[config.mk]
export PLATFORM = sky130hd
export DESIGN_NAME = freq_ratio_detector
export DESIGN_NICKNAME = d
export VERILOG_FILES = /design/src/rtl/freq_pkg.sv /design/src/rtl/freq_edge_sync.sv /design/src/rtl/freq_ratio_detector.sv
export SDC_FILE = /design/constraint.sdc
export NUM_CORES = 1
export LEC_CHECK = 0
export CAP_MARGIN = 20
export CORE_AREA = 4 4 89 91
export DETAILED_ROUTE_END_ITERATION = 10
export DIE_AREA = 0 0 93 95
export GPL_TIMING_DRIVEN = 0
export PLACE_DENSITY = 0.82
export SYNTH_ARGS = -nofsm -noshare
export SYNTH_HDL_FRONTEND = slang
export SYNTH_HIERARCHICAL = 1
export SYNTH_SLANG_ARGS = --single-unit
[constraint.sdc]
create_clock -name clk -period 3.03 [get_ports clk]
set_clock_uncertainty 0.05 [all_clocks]
set_input_delay 0.606 -clock clk [delete_from_list [all_inputs] [get_ports clk]]
set_output_delay 0.606 -clock clk [all_outputs]
set_load 0.005 [all_outputs]
[src/rtl/freq_pkg.sv]
// Shared types and constants for the frequency ratio detector and its helpers.
package freq_pkg;

  typedef enum logic {
    IDLE    = 1'b0,
    MEASURE = 1'b1
  } freq_state_e;

  localparam int unsigned FREQ_CNT_W = 16;

  // All-ones value of a w-bit counter: the point at which a period measurement gives up.
  function automatic logic [31:0] freq_cnt_max(input int unsigned w);
    return (32'd1 << w) - 32'd1;
  endfunction

  localparam logic [31:0] FREQ_CNT_MAX = freq_cnt_max(FREQ_CNT_W);

endpackage

[src/rtl/freq_edge_sync.sv]
// Multi-flop synchronizer for an asynchronous level, plus a delay flop for rising-edge detect.
// sync_o and rise_o are both registered and therefore aligned to the same clk cycle.
module freq_edge_sync #(
  parameter int unsigned SYNC_STAGES = 2
) (
  input  logic clk_i,
  input  logic rst_ni,
  input  logic async_i,
  output logic sync_o,
  output logic rise_o
);

  logic [SYNC_STAGES-1:0] stage_q;
  logic                   sync_d_q;
  logic                   rise_q;

  always_ff @(posedge clk_i or negedge rst_ni) begin
    if (!rst_ni) begin
      stage_q  <= '0;
      sync_d_q <= 1'b0;
      rise_q   <= 1'b0;
    end else begin
      stage_q  <= {stage_q[SYNC_STAGES-2:0], async_i};
      sync_d_q <= stage_q[SYNC_STAGES-1];
      rise_q   <= stage_q[SYNC_STAGES-1] & ~sync_d_q;
    end
  end

  assign sync_o = sync_d_q;
  assign rise_o = rise_q;

endmodule

[src/rtl/freq_ratio_detector.sv]
// Measures period and high time of an asynchronous divided clock in clk cycles, with lock detect.
// Define FREQ_DUTY_CHECK_EN to add the duty_err output (50% duty check per delivered measurement).
module freq_ratio_detector
  import freq_pkg::*;
#(
  parameter int unsigned CNT_W       = FREQ_CNT_W,
  parameter int unsigned LOCK_CNT    = 4,
  parameter int unsigned SYNC_STAGES = 2
) (
  input  logic             clk,
  input  logic             rst,
  input  logic             sig_in,
  output logic [CNT_W-1:0] period_o,
  output logic [CNT_W-1:0] high_o,
  output logic             meas_valid,
  input  logic             meas_ready,
  output logic             locked,
  output logic             timeout,
  output logic             drop
`ifdef FREQ_DUTY_CHECK_EN
  ,
  output logic             duty_err
`endif
);

  localparam int unsigned      MATCH_W   = $clog2(LOCK_CNT);
  localparam logic [MATCH_W-1:0] MATCH_TOP = MATCH_W'(LOCK_CNT - 1);
  localparam logic [MATCH_W-1:0] MATCH_ONE = MATCH_W'(1);
  localparam logic [CNT_W-1:0] CNT_MAX   = CNT_W'(freq_cnt_max(CNT_W));
  localparam logic [CNT_W-1:0] CNT_ONE   = CNT_W'(1);

  logic sync;
  logic rise;

  freq_edge_sync #(
    .SYNC_STAGES(SYNC_STAGES)
  ) u_edge_sync (
    .clk_i  (clk),
    .rst_ni (rst),
    .async_i(sig_in),
    .sync_o (sync),
    .rise_o (rise)
  );

  freq_state_e        state_q, state_d;
  logic [CNT_W-1:0]   cnt_q, cnt_d;
  logic [CNT_W-1:0]   high_cnt_q, high_cnt_d;
  logic [CNT_W-1:0]   period_q, period_d;
  logic [CNT_W-1:0]   high_q, high_d;
  logic [CNT_W-1:0]   prev_q, prev_d;
  logic [MATCH_W-1:0] match_q, match_d;
  logic               valid_q, valid_d;
  logic               locked_q, locked_d;
  logic               timeout_q, timeout_d;
  logic               drop_q, drop_d;
  logic               first_q, first_d;
  logic               capture;
  logic               load;

  always_ff @(posedge clk or negedge rst) begin
    if (!rst) begin
      state_q    <= IDLE;
      cnt_q      <= '0;
      high_cnt_q <= '0;
      period_q   <= '0;
      high_q     <= '0;
      prev_q     <= '0;
      match_q    <= '0;
      valid_q    <= 1'b0;
      locked_q   <= 1'b0;
      timeout_q  <= 1'b0;
      drop_q     <= 1'b0;
      first_q    <= 1'b0;
    end else begin
      state_q    <= state_d;
      cnt_q      <= cnt_d;
      high_cnt_q <= high_cnt_d;
      period_q   <= period_d;
      high_q     <= high_d;
      prev_q     <= prev_d;
      match_q    <= match_d;
      valid_q    <= valid_d;
      locked_q   <= locked_d;
      timeout_q  <= timeout_d;
      drop_q     <= drop_d;
      first_q    <= first_d;
    end
  end

  always_comb begin
    state_d    = state_q;
    cnt_d      = cnt_q;
    high_cnt_d = high_cnt_q;
    period_d   = period_q;
    high_d     = high_q;
    prev_d     = prev_q;
    match_d    = match_q;
    valid_d    = valid_q;
    timeout_d  = 1'b0;
    drop_d     = drop_q;
    first_d    = first_q;
    capture    = 1'b0;
    load       = 1'b0;
    // Lock follows one cycle after the match counter tops out; later clears override this.
    locked_d   = locked_q | (match_q == MATCH_TOP);

    unique case (state_q)
      IDLE: begin
        if (rise) begin
          state_d    = MEASURE;
          cnt_d      = CNT_ONE;
          high_cnt_d = CNT_ONE;
          first_d    = 1'b1;
        end
      end
      MEASURE: begin
        if (rise) begin
          capture    = 1'b1;
          cnt_d      = CNT_ONE;
          high_cnt_d = CNT_ONE;
        end else if (cnt_q == CNT_MAX) begin
          timeout_d  = 1'b1;
          state_d    = IDLE;
          locked_d   = 1'b0;
          match_d    = '0;
          cnt_d      = '0;
          high_cnt_d = '0;
        end else begin
          cnt_d      = cnt_q + CNT_ONE;
          high_cnt_d = high_cnt_q + CNT_W'(sync);
        end
      end
      default: state_d = IDLE;
    endcase

    if (valid_q && meas_ready) begin
      valid_d = 1'b0;
    end

    if (capture) begin
      load    = !valid_q || meas_ready;
      prev_d  = cnt_q;
      first_d = 1'b0;
      if (load) begin
        period_d = cnt_q;
        high_d   = high_cnt_q;
        valid_d  = 1'b1;
      end else begin
        drop_d = 1'b1;
      end
      // Every capture feeds lock detection, including those dropped under backpressure.
      if (first_q) begin
        match_d  = '0;
        locked_d = 1'b0;
      end else if (cnt_q == prev_q) begin
        if (match_q != MATCH_TOP) begin
          match_d = match_q + MATCH_ONE;
        end
      end else begin
        match_d  = '0;
        locked_d = 1'b0;
      end
    end
  end

  assign period_o   = period_q;
  assign high_o     = high_q;
  assign meas_valid = valid_q;
  assign locked     = locked_q;
  assign timeout    = timeout_q;
  assign drop       = drop_q;

`ifdef FREQ_DUTY_CHECK_EN
  localparam int unsigned DW = CNT_W + 1;

  logic          duty_q, duty_d;
  logic [DW-1:0] twice_high;
  logic [DW-1:0] period_ext;
  logic [DW-1:0] duty_diff;

  always_comb begin
    twice_high = {high_cnt_q, 1'b0};
    period_ext = {1'b0, cnt_q};
    duty_diff  = (twice_high >= period_ext) ? (twice_high - period_ext)
                                            : (period_ext - twice_high);
    duty_d     = duty_q;
    if (load) begin
      duty_d = (duty_diff > DW'(1));
    end
  end

  always_ff @(posedge clk or negedge rst) begin
    if (!rst) begin
      duty_q <= 1'b0;
    end else begin
      duty_q <= duty_d;
    end
  end

  assign duty_err = duty_q;
`endif

endmodule
==> results by group <==
Yosys
  • Synth Flop Type: dfrtp_1
  • Synth Register Bits: 92
  • Leading post-synthesis cells by cell area: dfrtp_1 (55%), mux2_2 (13%), xnor2_1 (3.7%)
  • Synth async-reset ratio: 100%
  • Post-synth EDFFs: 0
  • Syn Std Cell Area: 4210 sq um
  • Synth cell types: 46
  • Syn avg cell area: 11.5 sq um
  • Synth Instances: 366
  • Yosys top cell by area: dfrtp_1
  • Seq/Total Area, Yosys: 54.7%
  • Syn Nets: 374
  • Yosys Warn Count: 6
  • Yosys top cell area share: 54.7%

Clock network
  • Setup bufs post-CTS: 0
  • Hold buffers post-CTS: 0
  • Max Root-Sink Buffers: 2
  • Skew-Pair Late Insertion Delay: 360 ps
  • Num CTS Buffers: 9
  • Post-CTS Resized: 0
  • CTS tree: built
  • Clk root buf: clkbuf_8
  • Depth of the CTS H-tree: 3
  • CTS Sinks: 92
  • Worst-path clk slew: 90 ps

Route
  • DRC: 0
  • Top Layer Used: met4
  • Met2 WL: 4.20 mm
  • Pre-Repair DR Iteration Count: 5
  • DRT met1 WL: 3.85 mm
  • DRT iter0 DRCs: 187
  • Drt via density: 5.77
  • DR WL met3: 487 microns
  • Vias after detailed routing: 3,006
  • DRT Wirelength: 8.72 mm
  • Antenna viol nets, final: 0
  • Routed wire per std cell: 16.7 microns

Finish
  • # nets final: 425
  • Fillers: 559
  • N_diodes: 0
  • P&R area growth vs syn: 17.0%
  • Final instance area: 4920 sq um
  • Layout cell share with drive strength beyond 1: 20.6%

Timing
  • Peak Freq: 0.448 GHz
  • Slew @ Worst Pin: 852 ps
  • Final setup fails: 0
  • Slew Limit Headroom: 43.0%
  • Final Max Slew Viols: 0
  • Tcrit/Tclk final: 73.6%
  • Post-layout minimum cycle time: 2230 ps
  • PnR worst setup slack: 799 ps
  • RSZ-0062 raised after global routing: no
  • Hold Violations, Final: 0

Critical path
  • Crit path DAT: 2420 ps
  • CP Max Fanout: 10
  • Worst Setup End Kind: flip-flop
  • CP Class: reg -> reg
  • WP data required: 3220 ps
  • CP Launch Type: flip-flop

Power
  • Leak pwr: 2.26 nW
  • Final Power: 2.75 mW
  • Peak VDD IR: 444 uV
  • Power density over cell area: 558 nW/um^2

Run status
  • Status: finished, final reports clean

Die
  • Initial Util: 59.0%
  • Die Y: 95 microns
  • Row cnt: 31
  • Die Wd: 93 microns
  • Die area: 8840 sq um
  • Io pins: 40
  • Core area: 7140 sq um

Hold path
  • Tightest Hold Check Type: in -> async

Global routing
  • Initial antenna violation count: 0
  • First-pass GRT wire length: 14.5 mm
  • Total Routing Usage GR: 21.2%
  • Number of global-route vias before repair: 2,989
  • Largest net degree at the start of global routing: 65
  • Grt ovf: 0

Place
  • Post-place setup slack: 550 ps
  • Dpl hpwl: 6.10 mm
  • Routability cong.: 0.881
  • I/O Buffers: 39
  • Post-placement cell area: 4750 sq um

Flow run
  • Total of max-cap violations: 0
[state kept, by name (all words and copies together), names as in the netlist]
signal and count:
first_q 1, u_edge_sync/sync_o 1, prev_q 16, locked 1
u_edge_sync/rise_o 1, u_edge_sync/stage_q 2, high_o 16, high_cnt_q 16
match_q 2, drop 1, cnt_q 16, meas_valid 1
timeout 1, period_o 16, state_q 1
[layout by cell type (no fill, tap or decap), types with 2 or more instances in the layout]
master / count
a31oi_1: 14
clkbuf_8: 9
o21ai_1: 3
clkdlybuf4s50_1: 38
a21o_1: 2
nand2b_1: 2
nand4_1: 9
ha_1: 4
nor4_1: 3
nand3_1: 19
nor3_1: 7
o21ai_0: 14
clkbuf_1: 7
a21oi_1: 10
a22oi_1: 3
a22o_1: 2
and3_1: 3
buf_6: 3
xor2_1: 6
a211oi_1: 2
xnor2_1: 18
mux2_2: 47
inv_1: 8
or3_1: 8
nor2_1: 27
buf_1: 3
or2_2: 2
clkinvlp_4: 2
clkinv_4: 2
buf_2: 10
clkinv_2: 2
nand2_1: 20
dfrtp_1: 92
[power breakdown]
part           switching [mW]  internal (mW)  total (mW)  leakage, nW
registers               0.107           1.36        1.47         1.24
clock network           0.441          0.300       0.741       0.0856
logic                   0.246          0.292       0.538        0.942
[stage by stage]
step	hold slack [ps]	TNS, ps	utilization [%]	std cells
floorplan	260	0	-	366
global placement	284	-179900	66.2	504
detailed placement	294	0	66.5	505
CTS	121	0	69.0	521
global route	124	0	69.0	521
finish	107	0	69.0	521
[area by class of cell]
| class | instances | area [sq um] | area share [%] |
|---|---|---|---|
| flip-flops and latches | 92 | 2300 | 46.8 |
| multi-input cells | 243 | 1760 | 35.7 |
| repair buffers | 40 | 415 | 8.44 |
| clock buffers | 9 | 124 | 2.52 |
| well taps | 99 | 124 | 2.52 |
| plain buffers | 23 | 121 | 2.47 |
| clock inverters | 7 | 51.3 | 1.04 |
| inverters | 8 | 30.0 | 0.610 |
[synthesized netlist by cell type, types with 2 or more instances]
cell type  count
nand2_1       20
nand3_1       19
or2_2          2
and3_1         3
or3_1          8
buf_6          3
dfrtp_1       92
xnor2_1       18
mux2_2        47
ha_1           4
nor3_1         7
buf_1          3
nor2_1        27
o21ai_0       14
a211oi_1       2
o21ai_1        3
a21o_1         2
a31oi_1       14
clkbuf_1       7
a22oi_1        3
a22o_1         2
nor4_1         3
a21oi_1       10
inv_1          8
buf_2         10
xor2_1         6
nand4_1        9
nand2b_1       2
[per-layer routing]
| metal | vias up | GRT usage [%] |
|---|---|---|
| li1 | 1413 | - |
| met1 | 1477 | 27.8 |
| met2 | 96 | 34.4 |
| met3 | 20 | 4.94 |
| met4 | 0 | 8.30 |
| met5 | - | 0 |
[worst max-delay path: stages (launching register included)]
cell	delay [ps]
dfrtp_1	550
ha_1	270
nand4_1	250
o41ai_4	400
buf_6	210
o21ai_0	110
a22oi_1	200
nor2_1	60
[path summary, 6_finish.rpt]
kind                                             startpoint                               end  slack, ps  depth (start not counted)
setup reg to reg                       cnt_q[1]$_DFFE_PN0P_        high_cnt_q[12]$_DFFE_PN0P_        800                          7
hold / removal                                          rst           period_o[8]$_DFFE_PN0P_        110                          1
setup / recovery                       cnt_q[1]$_DFFE_PN0P_        high_cnt_q[12]$_DFFE_PN0P_        800                          7
max in group asynchronous                               rst         high_cnt_q[8]$_DFFE_PN0P_       2180                          2
min in group clk           u_edge_sync/stage_q[0]$_DFF_PN0_  u_edge_sync/stage_q[1]$_DFF_PN0_        310                          0
hold reg to reg            u_edge_sync/stage_q[0]$_DFF_PN0_  u_edge_sync/stage_q[1]$_DFF_PN0_        310                          0
[logic make-up after synthesis]
kind of cell / synth area share, %
multiplexers: 13.1
AND/OR/NAND/NOR: 13.2
XOR/XNOR: 4.99
buffers and inverters: 3.60
flip-flops: 54.7
adder cells (fa/ha/maj): 1.19
AO/OA/AOI/OAI: 9.22
Note: power is estimated with default switching activity, not from simulation.
